**src/rtl/uart_tx_serializer_if.sv**
```systemverilog
// ---------------------------------------------------------------------------
// uart_tx_serializer_if
// Read-side handshake between the UART transmit byte FIFO and the
// serializer that drains it.
//
//   fifo_empty    FIFO -> serializer  FIFO holds no words
//   fifo_rd_en    serializer -> FIFO  one-cycle pop strobe
//   fifo_rd_data  FIFO -> serializer  popped word, valid the cycle after a pop
//
// master : the serializer (consumer)
// slave  : the FIFO (producer)
// ---------------------------------------------------------------------------
interface uart_tx_serializer_if #(
  parameter int DATA_WIDTH = 8
);

  logic                  fifo_empty;
  logic                  fifo_rd_en;
  logic [DATA_WIDTH-1:0] fifo_rd_data;

  modport master (
    input  fifo_empty,
    output fifo_rd_en,
    input  fifo_rd_data
  );

  modport slave (
    output fifo_empty,
    input  fifo_rd_en,
    output fifo_rd_data
  );

endinterface

```
**src/rtl/uart_tx_serializer.sv**
```systemverilog
// ---------------------------------------------------------------------------
// uart_tx_serializer
// Pops one word at a time from the transmit FIFO and shifts it out on the
// serial line as: start bit, DATA_WIDTH data bits LSB first, optional parity
// bit, STOP_BITS stop bits. The bit period is a runtime divisor (clocks per
// bit, clamped to a minimum of 2) latched once per frame.
//
// Ports:
//   clk, rst_n   clock and asynchronous active-low reset
//   tx_en        permits starting new frames; a running frame always finishes
//   baud_div     clocks per bit, latched when the frame is fetched
//   parity_en    insert a parity bit, latched when the frame is fetched
//   parity_odd   1 = odd parity, 0 = even, latched when the frame is fetched
//   fifo         FIFO read handshake (master side)
//   tx           registered serial output, idles high
//   busy         high whenever the FSM is not IDLE
//   frame_done   one-cycle pulse on the final cycle of the last stop bit
//
// STOP_BITS must be 1 or 2.
// ---------------------------------------------------------------------------
module uart_tx_serializer #(
  parameter int DATA_WIDTH = 8,
  parameter int STOP_BITS  = 1,
  parameter int DIV_WIDTH  = 16
) (
  input  logic                 clk,
  input  logic                 rst_n,
  input  logic                 tx_en,
  input  logic [DIV_WIDTH-1:0] baud_div,
  input  logic                 parity_en,
  input  logic                 parity_odd,
  uart_tx_serializer_if.master fifo,
  output logic                 tx,
  output logic                 busy,
  output logic                 frame_done
);

  localparam int DATA_CNT_W = $clog2(DATA_WIDTH + 1);
  localparam int STOP_CNT_W = 2;

  localparam logic [DIV_WIDTH-1:0]  DIV_MIN   = DIV_WIDTH'(32'd2);
  localparam logic [DIV_WIDTH-1:0]  DIV_ONE   = DIV_WIDTH'(32'd1);
  localparam logic [DIV_WIDTH-1:0]  DIV_ZERO  = DIV_WIDTH'(32'd0);
  localparam logic [DATA_CNT_W-1:0] DATA_LAST = DATA_CNT_W'(DATA_WIDTH - 1);
  localparam logic [DATA_CNT_W-1:0] DATA_ONE  = DATA_CNT_W'(32'd1);
  localparam logic [DATA_CNT_W-1:0] DATA_ZERO = DATA_CNT_W'(32'd0);
  localparam logic [STOP_CNT_W-1:0] STOP_LAST = STOP_CNT_W'(STOP_BITS - 1);
  localparam logic [STOP_CNT_W-1:0] STOP_ONE  = STOP_CNT_W'(32'd1);
  localparam logic [STOP_CNT_W-1:0] STOP_ZERO = STOP_CNT_W'(32'd0);

  typedef enum logic [2:0] {
    IDLE   = 3'd0,
    FETCH  = 3'd1,
    START  = 3'd2,
    DATA   = 3'd3,
    PARITY = 3'd4,
    STOP   = 3'd5
  } state_t;

  // Even parity is the XOR of the data bits; odd parity is its inverse.
  function automatic logic calc_parity(
    input logic [DATA_WIDTH-1:0] data,
    input logic                  odd
  );
    calc_parity = (^data) ^ odd;
  endfunction

  state_t                  state_r,      state_s;
  logic [DIV_WIDTH-1:0]    bit_cnt_r,    bit_cnt_s;
  logic [DATA_CNT_W-1:0]   data_cnt_r,   data_cnt_s;
  logic [STOP_CNT_W-1:0]   stop_cnt_r,   stop_cnt_s;
  logic [DATA_WIDTH-1:0]   shift_r,      shift_s;
  logic [DIV_WIDTH-1:0]    eff_div_r,    eff_div_s;
  logic                    parity_en_r,  parity_en_s;
  logic                    parity_bit_r, parity_bit_s;
  logic                    tx_r,         tx_s;
  logic                    busy_r,       busy_s;
  logic                    frame_done_r, frame_done_s;
  logic                    rd_en_s;
  logic                    bit_end_s;

  // Last cycle of the current bit period.
  assign bit_end_s = (bit_cnt_r == (eff_div_r - DIV_ONE));

  // The pop strobe must be combinational so the pop is a single cycle. It is
  // also held low while reset is asserted so no word is consumed and lost
  // while the FSM is being held in IDLE.
  assign fifo.fifo_rd_en = rd_en_s;

  assign tx         = tx_r;
  assign busy       = busy_r;
  assign frame_done = frame_done_r;

  // Next-state, datapath and next-output logic.
  always_comb begin
    state_s      = state_r;
    bit_cnt_s    = bit_cnt_r;
    data_cnt_s   = data_cnt_r;
    stop_cnt_s   = stop_cnt_r;
    shift_s      = shift_r;
    eff_div_s    = eff_div_r;
    parity_en_s  = parity_en_r;
    parity_bit_s = parity_bit_r;
    tx_s         = tx_r;
    rd_en_s      = 1'b0;

    case (state_r)
      IDLE: begin
        tx_s    = 1'b1;
        rd_en_s = rst_n & tx_en & ~fifo.fifo_empty;
        if (rd_en_s) begin
          state_s = FETCH;
        end else begin
          state_s = IDLE;
        end
      end

      // The FIFO's registered read data is valid in this cycle: capture the
      // word and every per-frame setting together so mid-frame input changes
      // only reach the next frame.
      FETCH: begin
        state_s      = START;
        shift_s      = fifo.fifo_rd_data;
        parity_en_s  = parity_en;
        parity_bit_s = calc_parity(fifo.fifo_rd_data, parity_odd);
        bit_cnt_s    = DIV_ZERO;
        data_cnt_s   = DATA_ZERO;
        stop_cnt_s   = STOP_ZERO;
        tx_s         = 1'b0;
        if (baud_div < DIV_MIN) begin
          eff_div_s = DIV_MIN;
        end else begin
          eff_div_s = baud_div;
        end
      end

      START: begin
        if (bit_end_s) begin
          bit_cnt_s = DIV_ZERO;
          state_s   = DATA;
          tx_s      = shift_r[0];
        end else begin
          bit_cnt_s = bit_cnt_r + DIV_ONE;
        end
      end

      DATA: begin
        if (bit_end_s) begin
          bit_cnt_s = DIV_ZERO;
          if (data_cnt_r == DATA_LAST) begin
            if (parity_en_r) begin
              state_s = PARITY;
              tx_s    = parity_bit_r;
            end else begin
              state_s = STOP;
              tx_s    = 1'b1;
            end
          end else begin
            // Shift right so the next data bit always sits in bit 0.
            data_cnt_s = data_cnt_r + DATA_ONE;
            shift_s    = shift_r >> 1;
            tx_s       = shift_s[0];
          end
        end else begin
          bit_cnt_s = bit_cnt_r + DIV_ONE;
        end
      end

      PARITY: begin
        if (bit_end_s) begin
          bit_cnt_s = DIV_ZERO;
          state_s   = STOP;
          tx_s      = 1'b1;
        end else begin
          bit_cnt_s = bit_cnt_r + DIV_ONE;
        end
      end

      STOP: begin
        tx_s = 1'b1;
        if (bit_end_s) begin
          bit_cnt_s = DIV_ZERO;
          if (stop_cnt_r == STOP_LAST) begin
            stop_cnt_s = STOP_ZERO;
            state_s    = IDLE;
          end else begin
            stop_cnt_s = stop_cnt_r + STOP_ONE;
          end
        end else begin
          bit_cnt_s = bit_cnt_r + DIV_ONE;
        end
      end

      default: begin
        state_s    = IDLE;
        bit_cnt_s  = DIV_ZERO;
        data_cnt_s = DATA_ZERO;
        stop_cnt_s = STOP_ZERO;
        tx_s       = 1'b1;
      end
    endcase

    // Outputs are registered from next-state values so that they line up
    // with the state they describe.
    busy_s       = (state_s != IDLE);
    frame_done_s = (state_s == STOP) && (stop_cnt_s == STOP_LAST) &&
                   (bit_cnt_s == (eff_div_s - DIV_ONE));
  end

  // FSM state register.
  always_ff @(posedge clk or negedge rst_n) begin
    if (!rst_n) begin
      state_r <= IDLE;
    end else begin
      state_r <= state_s;
    end
  end

  // Bit timing counters and per-frame datapath registers.
  always_ff @(posedge clk or negedge rst_n) begin
    if (!rst_n) begin
      bit_cnt_r    <= DIV_ZERO;
      data_cnt_r   <= DATA_ZERO;
      stop_cnt_r   <= STOP_ZERO;
      shift_r      <= {DATA_WIDTH{1'b0}};
      eff_div_r    <= DIV_ZERO;
      parity_en_r  <= 1'b0;
      parity_bit_r <= 1'b0;
    end else begin
      bit_cnt_r    <= bit_cnt_s;
      data_cnt_r   <= data_cnt_s;
      stop_cnt_r   <= stop_cnt_s;
      shift_r      <= shift_s;
      eff_div_r    <= eff_div_s;
      parity_en_r  <= parity_en_s;
      parity_bit_r <= parity_bit_s;
    end
  end

  // Registered outputs; reset forces the line idle at once.
  always_ff @(posedge clk or negedge rst_n) begin
    if (!rst_n) begin
      tx_r         <= 1'b1;
      busy_r       <= 1'b0;
      frame_done_r <= 1'b0;
    end else begin
      tx_r         <= tx_s;
      busy_r       <= busy_s;
      frame_done_r <= frame_done_s;
    end
  end

endmodule

```
**src/flat_wrapper.sv**
```systemverilog
// flat-port wrapper written by rule: the top's interface ports become plain ports
module uart_tx_serializer_flat 
#(
  parameter int DATA_WIDTH = 8,
  parameter int STOP_BITS  = 1,
  parameter int DIV_WIDTH  = 16
)
  (clk, rst_n, tx_en, baud_div, parity_en, parity_odd, tx, busy, frame_done, fifo_fifo_empty, fifo_fifo_rd_en, fifo_fifo_rd_data);
  uart_tx_serializer_if #(.DATA_WIDTH(DATA_WIDTH)) fifo_i ();
  input  logic clk;
  input  logic rst_n;
  input  logic tx_en;
  input  logic [DIV_WIDTH-1:0] baud_div;
  input  logic parity_en;
  input  logic parity_odd;
  output logic tx;
  output logic busy;
  output logic frame_done;
  input wire logic [$bits(fifo_i.fifo_empty)-1:0] fifo_fifo_empty;
  output wire logic [$bits(fifo_i.fifo_rd_en)-1:0] fifo_fifo_rd_en;
  input wire logic [$bits(fifo_i.fifo_rd_data)-1:0] fifo_fifo_rd_data;
  assign fifo_i.fifo_empty = fifo_fifo_empty;
  assign fifo_fifo_rd_en = fifo_i.fifo_rd_en;
  assign fifo_i.fifo_rd_data = fifo_fifo_rd_data;
  uart_tx_serializer #(.DATA_WIDTH(DATA_WIDTH), .STOP_BITS(STOP_BITS), .DIV_WIDTH(DIV_WIDTH)) u_core (.clk(clk), .rst_n(rst_n), .tx_en(tx_en), .baud_div(baud_div), .parity_en(parity_en), .parity_odd(parity_odd), .fifo(fifo_i), .tx(tx), .busy(busy), .frame_done(frame_done));
endmodule
```
**config.mk**
```make
export PLATFORM = sky130hd
export DESIGN_NAME = uart_tx_serializer_flat
export DESIGN_NICKNAME = d
export VERILOG_FILES = /design/src/rtl/uart_tx_serializer_if.sv /design/src/rtl/uart_tx_serializer.sv /design/src/flat_wrapper.sv
export SDC_FILE = /design/constraint.sdc
export NUM_CORES = 1
export LEC_CHECK = 0
export CORE_MARGIN = 2
export CORE_UTILIZATION = 45
export CTS_BUF_LIST = sky130_fd_sc_hd__clkbuf_8
export CTS_CLUSTER_DIAMETER = 120
export CTS_CLUSTER_SIZE = 30
export DETAILED_ROUTE_END_ITERATION = 6
export SYNTH_ARGS = -nofsm -noshare
export SYNTH_HDL_FRONTEND = slang
export SYNTH_SLANG_ARGS = --single-unit
```
**constraint.sdc**
```tcl
create_clock -name clk -period 11.1 [get_ports clk]
set_input_delay 2.22 -clock clk [delete_from_list [all_inputs] [get_ports clk]]
set_output_delay 2.22 -clock clk [all_outputs]
set_load 0.05 [all_outputs]
```
==> flow_summary.rst <==
.. list-table::
   :header-rows: 1

   * - Metric
     - Value
   * - Boundary pin count
     - 34
   * - First-pass GRT wire length
     - 23000 um
   * - Largest net degree at the start of global routing
     - 56
   * - Area taken by flip-flops and latches
     - 0.00135 mm2
   * - Category of the worst setup path launch point
     - input port
   * - Result of the run
     - finished, final reports clean
   * - CTS tree
     - yes
   * - Die outline area
     - 0.0114 mm2
   * - Vias after detailed routing
     - 4578
   * - Hold-fix buffer count after cts
     - 0
   * - Vias in the first global route
     - 4457
   * - Tightest Pin Transition
     - 0.918 ns
   * - Iter 0 DRT Violations
     - 291
   * - Gates resized, CTS repair
     - 0
   * - Type of destination of the critical path
     - output pin
   * - Final weighted congestion of routability-driven global placement
     - 0.911
   * - Final Instance Area
     - 0.00523 mm2
   * - Clock Skew
     - 0.0104 ns
   * - Fraction of registers with async set or reset after synthesis
     - 1.00
   * - Max-slew violations
     - 0
   * - Chip Height
     - 107 um
   * - Final worst setup slack
     - 4.67 ns
   * - Worst-case vdd ir drop
     - 0.0589 mV
   * - Die X
     - 107 um
   * - Maximum cell stage delay along the critical path
     - 0.89 ns
   * - Most common cell after layout, fill and taps aside
     - sky130_fd_sc_hd__nand2_1
   * - I/O Buffers
     - 33
   * - Clock buffer count from CTS
     - 5
   * - Clock Root Buffer
     - sky130_fd_sc_hd__clkbuf_8
   * - Worst Path Class, Setup
     - in2out
   * - Clock sink total
     - 54
   * - TNS Setup
     - 0 ns
   * - Clock buffer depth
     - 2
   * - Syn Nets
     - 645
   * - Worst endpoint data arrival time
     - 4.21 ns
   * - Clock transition at the registers of the reported paths
     - roughly 0.11 ns
   * - Area growth syn-to-layout
     - 10.1%
   * - Main synth FF type
     - sky130_fd_sc_hd__dfrtp_1
   * - Unique masters post-synth
     - about 80
   * - Detailed-routing iteration count for the pre-antenna-repair pass
     - 5
   * - Count of flip-flops with a built-in enable after synthesis
     - 0
   * - Standard cell area after detailed placement
     - between 0.005 and 0.006 mm2
   * - Synth warn
     - 0
   * - Post-detailed-route wirelength per cell
     - 18.5 um
   * - Total setup violations reported at the end of the flow
     - 0
   * - Count of unresolved DRC violations after routing
     - 0
   * - Count of maximum capacitance violations
     - 0
   * - Slowest-stage cell, CP
     - sky130_fd_sc_hd__clkdlybuf4s50_1
   * - Worst hold path class
     - reg2reg
   * - Initial antenna violation count
     - 0
   * - Number of hold-slack violations in the final timing report
     - 0
   * - Share of the yosys chip area belonging to registers
     - 0.285
   * - Clock latency of the later-clocked register in the worst-skew pair
     - 0.32 ns
   * - CTS H-Tree Depth
     - 2
   * - Setup repair after global routing missed its margin
     - no
   * - Fin crit share
     - 0.579
   * - Final period demand of the worst path
     - ~6.4 ns
   * - Place WS
     - 4.39 ns
   * - Chain of cells forming the critical path
     - buf_2, buf_4, nand2_1, nor3_1, clkdlybuf4s50_1
   * - Count of mapped cells out of synthesis
     - 609
   * - FF-to-FF path depth
     - 15
   * - Crit path max fanout
     - 55
   * - Leakage power
     - 2.00 nW
   * - Top library cells by usage in the layout, fill and taps aside
     - sky130_fd_sc_hd__nand2_1 (93), sky130_fd_sc_hd__dfrtp_1 (53), sky130_fd_sc_hd__nor2_1 (51)
   * - Diodes inserted
     - 0
   * - Placeable core area
     - 0.0103 mm2
   * - Total Wirelength
     - 14000 um
   * - Post-DRT Antenna Nets
     - 0
   * - Setup repair bufs after CTS
     - 0
   * - Mean number of vias per cell
     - 6.08
   * - Synthesized cell area
     - 0.00475 mm2
   * - Max transition margin
     - 0.383
   * - Post-synthesis average cell area
     - 7.80 um2
   * - Highest clock rate
     - 155 MHz
   * - Number of nets in the layout
     - ~650
   * - Share of layout cells above drive strength 1
     - 0.0697
   * - Total routing usage reported by global routing
     - 0.252
   * - Power density normalized to cell area
     - 89.3 mW/mm2
   * - Number of instances on the worst hold path
     - 2
   * - Synthesis-stage register bit count
     - 54
   * - Number of fill cells in the layout
     - 1072
   * - Post-DP HPWL
     - between 10000 and 15000 um
   * - Aggregate global routing overflow
     - 0
   * - Effective utilization at floorplan
     - 0.462
   * - CP required
     - just under 9 ns
   * - Area of the multi-input gates
     - 0.00313 mm2
   * - Number of placement rows
     - 37
-- registers in the layout, summed over array words and instances (netlist names) --
register             count
u_core.bit_cnt_r        16
u_core.busy              1
u_core.eff_div_r        16
u_core.frame_done        1
u_core.tx                1
u_core.parity_bit_r      1
u_core.parity_en_r       1
u_core.state_r           3
u_core.data_cnt_r        4
u_core.shift_r           8
u_core.stop_cnt_r        2
-- cells by family (layout without fill, tap and decap cells) --
group,Yosys count,after routing,synth area share
AOI/OAI and AO/OA,135,135,0.196
xor gates and xnor gates,59,59,0.110
and+or+nand+nor,270,270,0.294
adders and majority gates,7,7,0.0179
DFF,54,54,0.285
buffers and inverters,66,74,0.0580
muxes,18,18,0.0390
-- path summary, 6_finish.rpt --
check	start	to	slack (ns)
worst min register to register	u_core.parity_bit_r	u_core.parity_bit_r	0.51
worst max-delay path	rst_n	fifo_fifo_rd_en	4.67
max in group asynchronous	rst_n	u_core.eff_div_r[15]	8.60
worst min-delay path	u_core.parity_bit_r	u_core.parity_bit_r	0.51
min in group asynchronous	rst_n	u_core.bit_cnt_r[1]	2.01
worst max register to register	u_core.state_r[0]	u_core.frame_done	6.59
-- routing by layer --
| metal | GRT usage | vias to the layer above | part of all wire |
|---|---|---|---|
| met5 | 0 | - | 0 |
| met4 | 0.0733 | 0 | 0.023 |
| met3 | 0.0322 | 30 | 0.051 |
| met2 | 0.419 | 145 | 0.48 |
| met1 | 0.342 | 2199 | 0.45 |
| li1 | - | 2204 | - |
-- cell type report --
cell class                 instances  area share
clock buffer                       5      0.0132
clock inverter                     3     0.00479
inverter                          25      0.0180
multi-input combinational        489       0.599
sequential                        54       0.259
tap                              136      0.0326
timing repair buffer              41      0.0737
-- power breakdown --
| group | switching, W | internal (W) | leakage [nW] |
|---|---|---|---|
| registers | 0.0000294 | 0.000209 | 0.672 |
| clock network | 0.0000753 | 0.0000459 | 0.0447 |
| logic | 0.0000573 | 0.0000497 | 1.29 |
| total | 0.000162 | 0.000304 | 2.00 |
-- per-stage QoR --
step	total power, W	utilization	std cells	hold WS, ns
global route	0.000498	0.509	753	0.553
global placement	0.000345	0.499	745	0.474
CTS	0.000470	0.509	753	0.525
floorplan	0.000308	-	609	0.441
detailed placement	0.000348	0.499	745	0.498
finish	0.000466	0.509	753	0.514
-- critical path: cells and delay by family --
kind          cells  cell delay (ns)
buf+inv           3             1.51
simple gates      2             0.44
-- synth_stat cells (all sizes together) (5+ instances only) --
library cell	number	area [um2]
a31oi	14	87.6
nand2b	5	38.8
xor2	18	158
nor2	51	191
a21oi	12	60.1
o31ai	14	105
nand3	25	125
dfrtp	53	1330
nor4	15	136
nor3b	5	47.5
xnor2	41	367
nand4	12	75.1
nor3	21	115
ha	6	75.1
buf	17	91.3
o22ai	11	68.8
inv	25	93.8
clkbuf	24	90.1
o21ai	39	199
and3	7	43.8
nand2	93	349
nor2b	7	43.8
mux2i	17	174
Power figures use the tool's default switching activity.
